**config.mk**
```make
export PLATFORM = sky130hd
export DESIGN_NAME = run_phase_arbiter_flat
export DESIGN_NICKNAME = d
export VERILOG_FILES = /design/src/rtl/run_phase_arbiter_pkg.sv /design/src/rtl/run_phase_arbiter_if.sv /design/src/rtl/run_phase_arbiter_rr_arbiter.sv /design/src/rtl/run_phase_arbiter.sv /design/src/flat_wrapper.sv
export SDC_FILE = /design/constraint.sdc
export NUM_CORES = 1
export LEC_CHECK = 0
export ABC_AREA = 1
export CORE_AREA = 3 3 75 77
export DETAILED_ROUTE_END_ITERATION = 7
export DIE_AREA = 0 0 78 80
export HOLD_SLACK_MARGIN = 0.02
export PLACE_DENSITY = 0.86
export SETUP_SLACK_MARGIN = 0.1
export SYNTH_ARGS = -nofsm -noshare
export SYNTH_HDL_FRONTEND = slang
export SYNTH_SLANG_ARGS = --single-unit
```
**constraint.sdc**
```tcl
create_clock -name clock -period 2.25 [get_ports clock]
set_input_delay 0.45 -clock clock [delete_from_list [all_inputs] [get_ports clock]]
set_output_delay 0.45 -clock clock [all_outputs]
set_load 0.01 [all_outputs]
```
**src/rtl/run_phase_arbiter_pkg.sv**
```systemverilog
// Shared types for the run-phase arbiter: phase encoding and a small
// modulo-index helper used by the round-robin search.
package run_phase_pkg;

    localparam int PHASE_W = 2;

    typedef enum logic [PHASE_W-1:0] {
        IDLE  = 2'b00,
        START = 2'b01,
        RUN   = 2'b10,
        STOP  = 2'b11
    } phase_e;

    // (base + off) mod n for off < n, without a divider.
    function automatic int wrap_idx(input int base, input int off, input int n);
        int s;
        s = base + off;
        if (s >= n) s = s - n;
        return s;
    endfunction

endpackage

```
**src/rtl/run_phase_arbiter_if.sv**
```systemverilog
// Bundle between requesting engines (master) and the arbiter (slave).
// Optional counters exist only when RUN_PHASE_ARBITER_RUN_COUNT_EN is defined.
//
// Handshake: there is no valid/ready pair. req is a level held by the
// requester; the arbiter samples it only in IDLE. grant (one-hot) acts as the
// acknowledge and stays stable from START through the last STOP cycle; done
// (with aborted) is a single-cycle completion strobe in the following IDLE
// cycle. Requesters may drop req any time after seeing their grant.
interface run_phase_arbiter_if
    import run_phase_pkg::*;
#(
    parameter int NUM_REQ = 4,
    parameter int LEN_W   = 8
);
    logic [NUM_REQ-1:0]       req;
    logic [NUM_REQ*LEN_W-1:0] run_len;
    logic                     abort;
    logic [PHASE_W-1:0]       state;
    logic [NUM_REQ-1:0]       grant;
    logic                     busy;
    logic                     done;
    logic                     aborted;
`ifdef RUN_PHASE_ARBITER_RUN_COUNT_EN
    logic [15:0]              run_count;
    logic [7:0]               abort_count;

    modport master (output req, run_len, abort,
                    input  state, grant, busy, done, aborted, run_count, abort_count);
    modport slave  (input  req, run_len, abort,
                    output state, grant, busy, done, aborted, run_count, abort_count);
`else
    modport master (output req, run_len, abort,
                    input  state, grant, busy, done, aborted);
    modport slave  (input  req, run_len, abort,
                    output state, grant, busy, done, aborted);
`endif
endinterface

```
**src/rtl/run_phase_arbiter_rr_arbiter.sv**
```systemverilog
// Combinational round-robin picker: first set req bit at or after ptr,
// wrapping. The pointer register lives in the parent.
module rr_arbiter
    import run_phase_pkg::*;
#(
    parameter int NUM_REQ = 4
) (
    input  logic [NUM_REQ-1:0]         req,
    input  logic [$clog2(NUM_REQ)-1:0] ptr,
    output logic [NUM_REQ-1:0]         grant,
    output logic [$clog2(NUM_REQ)-1:0] idx
);
    localparam int PTR_W = $clog2(NUM_REQ);

    logic found;

    // Scan from ptr upward; the first hit wins.
    always_comb begin
        grant = '0;
        idx   = '0;
        found = 1'b0;
        for (int i = 0; i < NUM_REQ; i++) begin
            if (!found && req[wrap_idx(int'(ptr), i, NUM_REQ)]) begin
                found = 1'b1;
                grant[wrap_idx(int'(ptr), i, NUM_REQ)] = 1'b1;
                idx = PTR_W'(wrap_idx(int'(ptr), i, NUM_REQ));
            end
        end
    end
endmodule

```
**src/rtl/run_phase_arbiter.sv**
```systemverilog
// Round-robin owner of the shared IDLE->START->RUN->STOP sequence.
// Optional feature macro: RUN_PHASE_ARBITER_RUN_COUNT_EN adds run_count and
// abort_count completion counters.
module run_phase_arbiter
    import run_phase_pkg::*;
#(
    parameter int NUM_REQ     = 4,
    parameter int LEN_W       = 8,
    parameter int STOP_CYCLES = 2
) (
    input  logic              clock,
    input  logic              reset,
    run_phase_arbiter_if.slave bus
);
    localparam int PTR_W = $clog2(NUM_REQ);
    localparam int SC_W  = (STOP_CYCLES > 1) ? $clog2(STOP_CYCLES) : 1;

    phase_e             state_q;
    logic [NUM_REQ-1:0] grant_q;
    logic               busy_q;
    logic               done_q;
    logic               aborted_q;
    logic [PTR_W-1:0]   ptr_q;
    logic [PTR_W-1:0]   win_q;
    logic [LEN_W-1:0]   len_q;
    logic [LEN_W-1:0]   run_cnt_q;
    logic [SC_W-1:0]    stop_cnt_q;
    logic               abort_flag_q;

    logic [NUM_REQ-1:0] arb_grant;
    logic [PTR_W-1:0]   arb_idx;
    logic [LEN_W-1:0]   sel_len;
    logic [PTR_W-1:0]   ptr_next;

`ifdef RUN_PHASE_ARBITER_RUN_COUNT_EN
    logic [15:0] run_count_q;
    logic [7:0]  abort_count_q;
`endif

    rr_arbiter #(.NUM_REQ(NUM_REQ)) u_rr (
        .req   (bus.req),
        .ptr   (ptr_q),
        .grant (arb_grant),
        .idx   (arb_idx)
    );

    // Candidate winner's length and the post-run pointer value.
    always_comb begin
        sel_len  = bus.run_len[int'(arb_idx)*LEN_W +: LEN_W];
        ptr_next = (win_q == PTR_W'(NUM_REQ-1)) ? '0 : win_q + PTR_W'(1);
    end

    // Phase FSM with all outputs registered alongside the state.
    always_ff @(posedge clock or posedge reset) begin
        if (reset) begin
            state_q      <= IDLE;
            grant_q      <= '0;
            busy_q       <= 1'b0;
            done_q       <= 1'b0;
            aborted_q    <= 1'b0;
            ptr_q        <= '0;
            win_q        <= '0;
            len_q        <= '0;
            run_cnt_q    <= '0;
            stop_cnt_q   <= '0;
            abort_flag_q <= 1'b0;
`ifdef RUN_PHASE_ARBITER_RUN_COUNT_EN
            run_count_q   <= '0;
            abort_count_q <= '0;
`endif
        end else begin
            done_q    <= 1'b0;
            aborted_q <= 1'b0;
            case (state_q)
                IDLE: begin
                    // abort outranks a fresh request
                    if (!bus.abort && (|bus.req)) begin
                        state_q      <= START;
                        grant_q      <= arb_grant;
                        win_q        <= arb_idx;
                        len_q        <= sel_len;
                        busy_q       <= 1'b1;
                        abort_flag_q <= 1'b0;
                    end
                end
                START: begin
                    run_cnt_q <= (len_q == '0) ? LEN_W'(1) : len_q;
                    if (bus.abort) begin
                        state_q      <= STOP;
                        stop_cnt_q   <= SC_W'(STOP_CYCLES-1);
                        abort_flag_q <= 1'b1;
                    end else begin
                        state_q <= RUN;
                    end
                end
                RUN: begin
                    if (bus.abort) begin
                        state_q      <= STOP;
                        stop_cnt_q   <= SC_W'(STOP_CYCLES-1);
                        abort_flag_q <= 1'b1;
                    end else if (run_cnt_q == LEN_W'(1)) begin
                        state_q    <= STOP;
                        stop_cnt_q <= SC_W'(STOP_CYCLES-1);
                    end else begin
                        run_cnt_q <= run_cnt_q - LEN_W'(1);
                    end
                end
                STOP: begin
                    if (stop_cnt_q == '0) begin
                        state_q      <= IDLE;
                        grant_q      <= '0;
                        busy_q       <= 1'b0;
                        done_q       <= 1'b1;
                        aborted_q    <= abort_flag_q;
                        ptr_q        <= ptr_next;
                        abort_flag_q <= 1'b0;
`ifdef RUN_PHASE_ARBITER_RUN_COUNT_EN
                        run_count_q <= run_count_q + 16'd1;
                        if (abort_flag_q) abort_count_q <= abort_count_q + 8'd1;
`endif
                    end else begin
                        stop_cnt_q <= stop_cnt_q - SC_W'(1);
                    end
                end
                default: begin
                    state_q      <= IDLE;
                    grant_q      <= '0;
                    busy_q       <= 1'b0;
                    abort_flag_q <= 1'b0;
                end
            endcase
        end
    end

    assign bus.state   = state_q;
    assign bus.grant   = grant_q;
    assign bus.busy    = busy_q;
    assign bus.done    = done_q;
    assign bus.aborted = aborted_q;
`ifdef RUN_PHASE_ARBITER_RUN_COUNT_EN
    assign bus.run_count   = run_count_q;
    assign bus.abort_count = abort_count_q;
`endif
endmodule
```
**src/flat_wrapper.sv**
```systemverilog
// flat-port wrapper written by rule: the top's interface ports become plain ports
module run_phase_arbiter_flat import run_phase_pkg::*;
#(
    parameter int NUM_REQ     = 4,
    parameter int LEN_W       = 8,
    parameter int STOP_CYCLES = 2
)
  (clock, reset, bus_req, bus_run_len, bus_abort, bus_state, bus_grant, bus_busy, bus_done, bus_aborted);
  run_phase_arbiter_if #(.NUM_REQ(NUM_REQ), .LEN_W(LEN_W)) bus_i ();
  input  logic clock;
  input  logic reset;
  input wire logic [$bits(bus_i.req)-1:0] bus_req;
  input wire logic [$bits(bus_i.run_len)-1:0] bus_run_len;
  input wire logic [$bits(bus_i.abort)-1:0] bus_abort;
  output wire logic [$bits(bus_i.state)-1:0] bus_state;
  output wire logic [$bits(bus_i.grant)-1:0] bus_grant;
  output wire logic [$bits(bus_i.busy)-1:0] bus_busy;
  output wire logic [$bits(bus_i.done)-1:0] bus_done;
  output wire logic [$bits(bus_i.aborted)-1:0] bus_aborted;
  assign bus_i.req = bus_req;
  assign bus_i.run_len = bus_run_len;
  assign bus_i.abort = bus_abort;
  assign bus_state = bus_i.state;
  assign bus_grant = bus_i.grant;
  assign bus_busy = bus_i.busy;
  assign bus_done = bus_i.done;
  assign bus_aborted = bus_i.aborted;
  run_phase_arbiter #(.NUM_REQ(NUM_REQ), .LEN_W(LEN_W), .STOP_CYCLES(STOP_CYCLES)) u_core (.clock(clock), .reset(reset), .bus(bus_i));
endmodule
```
==> flow_summary.toml, run 1 <==
[setup_path]
cp_max_fo = 7
worstReg2RegStart = "u_core.ptr_q[0]"
regToRegEndpoint = "u_core.len_q[3]"
rrSetupSlack_ps = 280
cp-end-kind = "flip-flop"
cp-start-kind = "primary input"
required_ps = 2470
worstPathArrival_ps = 2220
crit_type = "in2reg"
reg2regPathDepth = 15

[clock_tree]
cts_made_buffers = 5
clk-insertion-delay-late_ps = 290
root_buffer = "clkbuf_8"
htreeDepth = 2
clock_sinks = 31
clock_path_buffers = 2
cts_tree = "done"
clk_pin_slew_worst_paths_ps = 70

[die]
dieArea_mm2 = 0.00624
pin_count = 48
die_x_um = 78
dieHeight_um = 80
start_util_pct = 46.6
coreArea_mm2 = 0.00507
rows = 26

[grt]
grt_overflow = 0
grt_pass1_vias = 2202
grt_max_degree = 32
antenna_found_initial = 0
grt_usage_pct = 18.3
grt_pass1_wl_mm = 9.34

[power]
ir_drop_mv = 0.738
seqPwrFrac_pct = 20.9
pwr-share-comb_pct = 70.0
p_leak_nw = 1.60
switchingPower_mw = 2.43
internal-power_mw = 2.40
p_clk_share_pct = 9.1
swShare_pct = 50.3
power_density_mw_per_mm2 = 1550

[placed_design]
placed_cells = 457
gp_congestion = 0.930
hpwl_mm = 4.31
numPortBuffers = 47

[logic_synthesis]
synth_warnings = 0
syn_nets = 384
synth_mux_area_share_pct = 0
synth_xor_area_share_pct = 0.740
synth_top_family_by_area = "simple AND/OR/NAND/NOR gates"
ys_seq_elements = 31
yosys.area_share.simple_pct = 37.8
synthAdderAreaFrac_pct = 5.81
synth_ff_type = "dfrtp_1"
ys_types = 33
synth-edff-count = 0
synth-compound-area-share_pct = 11.5
syn_avg_cell_area_um2 = 7.09
synth_cells = 334
netlist_area_mm2 = 0.00237
postSynth.asyncResetShare_pct = 100
ys_seq_area_share_pct = 32.8

[route]
route.detailed.drc = 0
avgRoutedWirePerCell_um = 12.0
vias = 2358
firstDrtPassIters = 5
avgViaCountPerCell = 5.04
wl_mm = 5.59
drt.antenna.violating_nets = 0
drtIter0Drc = 151

[finish]
antenna_cells = 0
drive_gt1_share_pct = 13.8
fillers = 442
regArea_um2 = 777
fin_util_pct = 61.5
nNetsFinal = 447
layoutNonFillerInstCount = 468
syn_to_final_growth_pct = 31.8
multiInputGateArea_mm2 = 0.00135

[sta]
fin_skew_ps = 7.80
maxSlewHeadroom_pct = 74.8
hold_ws_ps = 492
period_share_pct = 88.8
slew_violations = 0
finalSetupViolCount = 0
hold_violations = 0
fmax_mhz = 500
period_needed_ps = 2000
rsz0062_at_grt = "false"
worstMarginPinSlew_ps = 378

[run_status]
status = "finished clean"

[min_path]
worstHoldPathType = "reg2reg"
whs_path_depth = 2
min_to = "u_core.len_q[0]"
worstHoldStart = "u_core.len_q[0]"

[run]
maxCapViolations = 0
[power by group through the flow]
stage / Combinational, mW / Clock [mW] / Sequential, mW
finish: 3.38 / 0.439 / 1.01
global route: 3.77 / 0.475 / 1.04
CTS: 3.21 / 0.447 / 1.01
detailed placement: 3.19 / 0 / 1.01
global placement: 3.10 / 0 / 1.00
floorplan: 2.40 / 0 / 0.991
[cell usage after synthesis (3+ instances only)]
cell	number	share of area, %
nor3_1	4	0.85
nand2_1	101	16
nand2_4	6	2.9
nand2_2	7	1.8
inv_2	4	0.63
nor2_1	12	1.9
o211ai_1	3	0.95
a21oi_1	11	2.3
nand3_1	37	7.8
ha_1	11	5.8
buf_6	3	1.4
clkbuf_1	4	0.63
a22oi_1	5	1.6
o21ai_0	23	4.9
nand4_1	4	1.1
dfrtp_1	31	33
inv_1	48	7.6
nand3_2	5	2.1
[flip-flops by register name, summed over array words and instances (netlist names)]
signal / count
u_core.abort_flag_q: 1
u_core.bus.grant: 4
u_core.bus.done: 1
u_core.len_q: 8
u_core.win_q: 2
u_core.run_cnt_q: 8
u_core.bus.busy: 1
u_core.stop_cnt_q: 1
u_core.ptr_q: 2
u_core.bus.state: 2
u_core.bus.aborted: 1
[timing repair]
action	in CTS	in global routing
pin swaps	0	1
hold buffers	0	0
buffers inserted	0	3
resized for setup	1	4
endpoints found under the setup margin	3	8
gates cloned	0	0
[cell families after synthesis]
| group | count (synthesis) |
|---|---|
| compound gates | 48 |
| xor+xnor | 2 |
| fa+ha+maj | 11 |
| buf+inv | 61 |
| flops | 31 |
| simple gates | 181 |
[placed cells by master (no fill, tap or decap), drive strengths merged, types with 2 or more instances in the layout]
cell             n
a21oi           11
a22oi            5
buf             17
clkbuf           5
clkdlybuf4s50   47
clkinvlp         2
dfrtp           31
ha              11
inv             53
nand2          115
nand3           42
nand4            5
nor2            14
nor3             4
o211ai           3
o21ai           24
[area by class of cell]
cell class	instances	share of cell area (%)
multi-input combinational	242	43.1
sequential	31	24.9
timing repair buffer	64	19.7
inverter	53	6.62
tap	70	2.81
clock buffer	5	2.21
clock inverter	3	0.642
[worst max-delay path by stage]
stage                    start               to  slack (ps)  cells after the start
2_1_floorplan  u_core.ptr_q[0]  u_core.len_q[0]         130                     16
3_3_place_gp        bus_req[3]  u_core.len_q[5]          10                     14
3_5_place_dp        bus_req[3]  u_core.len_q[4]         -60                     12
4_1_cts        u_core.ptr_q[0]  u_core.len_q[4]         110                     12
5_1_grt             bus_req[0]  u_core.len_q[1]         110                     13
6_report            bus_req[0]  u_core.len_q[4]         250                     11
[critical path: stages]
cell and delay [ps]:
clkdlybuf4s50_1 550, nand2_1 110, nand2_1 100, nand2_1 50
nand2_1 120, nand4_1 140, nand3_1 110, nand2_2 120
nor2_1 220, o211ai_1 140, nand3_1 100
[per-stage QoR]
stage	area [um2]	power (mW)	setup slack (ps)	TNS [ps]
after floorplan	2370	3.39	129	0
after global placement	2980	4.10	11.1	0
after detailed placement	2980	4.21	-55.6	-180
after CTS	3070	4.67	113	0
after global routing	3120	5.29	112	0
final	3120	4.83	252	0
[routing by layer]
metal	vias to the layer above	track usage, %	share of wire, %
met2	72	32.2	50
met1	1079	22.0	44
met4	0	8.22	1.7
li1	1196	-	-
met3	11	2.93	4.1
met5	-	0	0
Note: power is estimated with default switching activity, not from simulation.
==> run 2, diff against run 1 <==
CORE_AREA = 3 3 77 65   (was 3 3 75 77)
DIE_AREA = 0 0 80 68   (was 0 0 78 80)
PLACE_DENSITY = 0.94   (was 0.86)
clock period = 2.4 ns   (was 2.25 ns; I/O delays follow)
==> flow_summary.toml, run 2 (same netlist as run 1, synthesis figures left out) <==
[die]
die_x_um = 80
dieHeight_um = 68
pin_count = 48
coreArea_mm2 = 0.00420
rows = 21
start_util_pct = 56.3
dieArea_mm2 = 0.00544

[sta]
rsz0062_at_grt = "false"
finalSetupViolCount = 0
fmax_mhz = 459
slew_violations = 0
fin_skew_ps = 8.53
period_share_pct = 90.8
hold_violations = 0
worstMarginPinSlew_ps = 398
setup-tns-final_ps = 0
period_needed_ps = 2180
maxSlewHeadroom_pct = 73.5

[setup_path]
cp-startpoint = "u_core.ptr_q[1]"
reg2regPathDepth = 13
cp_max_fo = 8
cp-start-kind = "flip-flop"
crit_type = "reg2reg"
slowest_delay_ps = 410
cpLargestDelayFamily = "simple AND/OR/NAND/NOR gates"
cp.depth = 13
worst_path_max_delay_cell = "dfrtp_2"
worstReg2RegStart = "u_core.ptr_q[1]"
worstPathArrival_ps = 2410
crit_chain = "inv_2, ha_2, nand3_2, nand2_4, inv_2, nor2_8, nand4_4, buf_6, nand3_1, nand3_2, nand2_1, nand2_1, nand2_1"
crit_buf_inv = 3
endpoint = "u_core.len_q[1]"
required_ps = 2630
rrSetupSlack_ps = 220
regToRegEndpoint = "u_core.len_q[1]"
cpMostUsedCell = "nand2_1"
cp-end-kind = "flip-flop"

[finish]
syn_to_final_growth_pct = 31.1
layout_common_cells = "101 x nand2_1, 47 x inv_1, 47 x clkdlybuf4s50_1"
antenna_cells = 0
nNetsFinal = 446
final_common_cell = "nand2_1"
drive_gt1_share_pct = 14.1
fin_util_pct = 73.8

[power]
power_density_mw_per_mm2 = 1480
p_leak_nw = 1.60
ir_drop_mv = 0.734

[run]
maxCapViolations = 0

[clock_tree]
clock_path_buffers = 2
cts_tree = "done"
clk_pin_slew_worst_paths_ps = 70
root_buffer = "clkbuf_8"
clock_sinks = 31
clk-insertion-delay-late_ps = 290
cts_made_buffers = 5
htreeDepth = 2

[placed_design]
gp_congestion = 0.942
numPortBuffers = 47
hpwl_mm = 4.47

[route]
wl_mm = 6.02
avgRoutedWirePerCell_um = 13.3
route.detailed.drc = 0
firstDrtPassIters = 5
drtIter0Drc = 201
avgViaCountPerCell = 5.24
vias = 2378
drt.antenna.violating_nets = 0

[grt]
antenna_found_initial = 0
grt_usage_pct = 23.5
grt_overflow = 0
grt_pass1_vias = 2255
grt_max_degree = 32
grt_pass1_wl_mm = 9.95

[min_path]
worstHoldPathType = "reg2reg"

[run_status]
status = "finished clean"
==> run 2: worst min path at each step <==
| stage | from | to | slack (ps) | cells past startpoint |
|---|---|---|---|---|
| floorplan | u_core.len_q[0] | u_core.len_q[0] | 450 | 2 |
| global placement | u_core.bus.busy | u_core.bus.busy | 450 | 2 |
| detailed placement | u_core.len_q[0] | u_core.len_q[0] | 470 | 2 |
| CTS | u_core.len_q[0] | u_core.len_q[0] | 490 | 2 |
| global route | u_core.abort_flag_q | u_core.bus.aborted | 510 | 2 |
| finish | u_core.bus.grant[1] | u_core.bus.grant[1] | 490 | 2 |
==> run 2: layout make-up <==
cell class | instances | area (um2)
sequential | 31 | 778
clock inverter | 2 | 35.0
multi-input combinational | 243 | 1350
fill | 320 | 1100
clock buffer | 6 | 82.6
inverter | 53 | 206
timing repair buffer | 62 | 584
tap | 57 | 71.3
==> run 2: timing repair <==
item | 4_1_cts | 5_1_grt
buffers inserted | 1 | 6
pin swaps | 1 | 4
gates resized for setup | 2 | 5
hold buffers | 0 | 0
cloned | 0 | 2
setup endpoints to repair | 1 | 8
==> run 2: worst register-to-register path, stage by stage (launching register included) <==
cell	delay, ps
dfrtp_2	410
inv_2	60
ha_2	390
nand3_2	120
nand2_4	120
inv_2	80
nor2_8	160
nand4_4	210
buf_6	210
nand3_1	90
nand3_2	80
nand2_1	60
nand2_1	70
nand2_1	60
==> run 2: power by group <==
part | switching, mW | internal [mW]
Combinational | 1.93 | 1.18
Clock | 0.202 | 0.335
Sequential | 0.191 | 0.765
Total | 2.33 | 2.28
==> run 2: per-stage QoR <==
stage          power, mW  area, um2  hold WS (ps)  instances  worst slack, ps
3_5_place_dp        3.76       2900           473        437            -71.5
5_1_grt             5.02       3100           513        454             97.2
6_report            4.61       3100           486        454              221
4_1_cts             4.37       3030           490        446              136
2_1_floorplan       3.18       2370           450        334              279
3_3_place_gp        3.62       2900           454        437             77.4
==> run 2: layer usage <==
metal  routed length, um  GRT usage, %  vias up  share of wire [%]
met5                   0             0        -                  0
met4                 154          9.92        0                2.6
met3                 343          5.13       13                5.7
met2                2880          40.6       90                 48
met1                2640          28.7     1071                 44
li1                    -             -     1204                  -
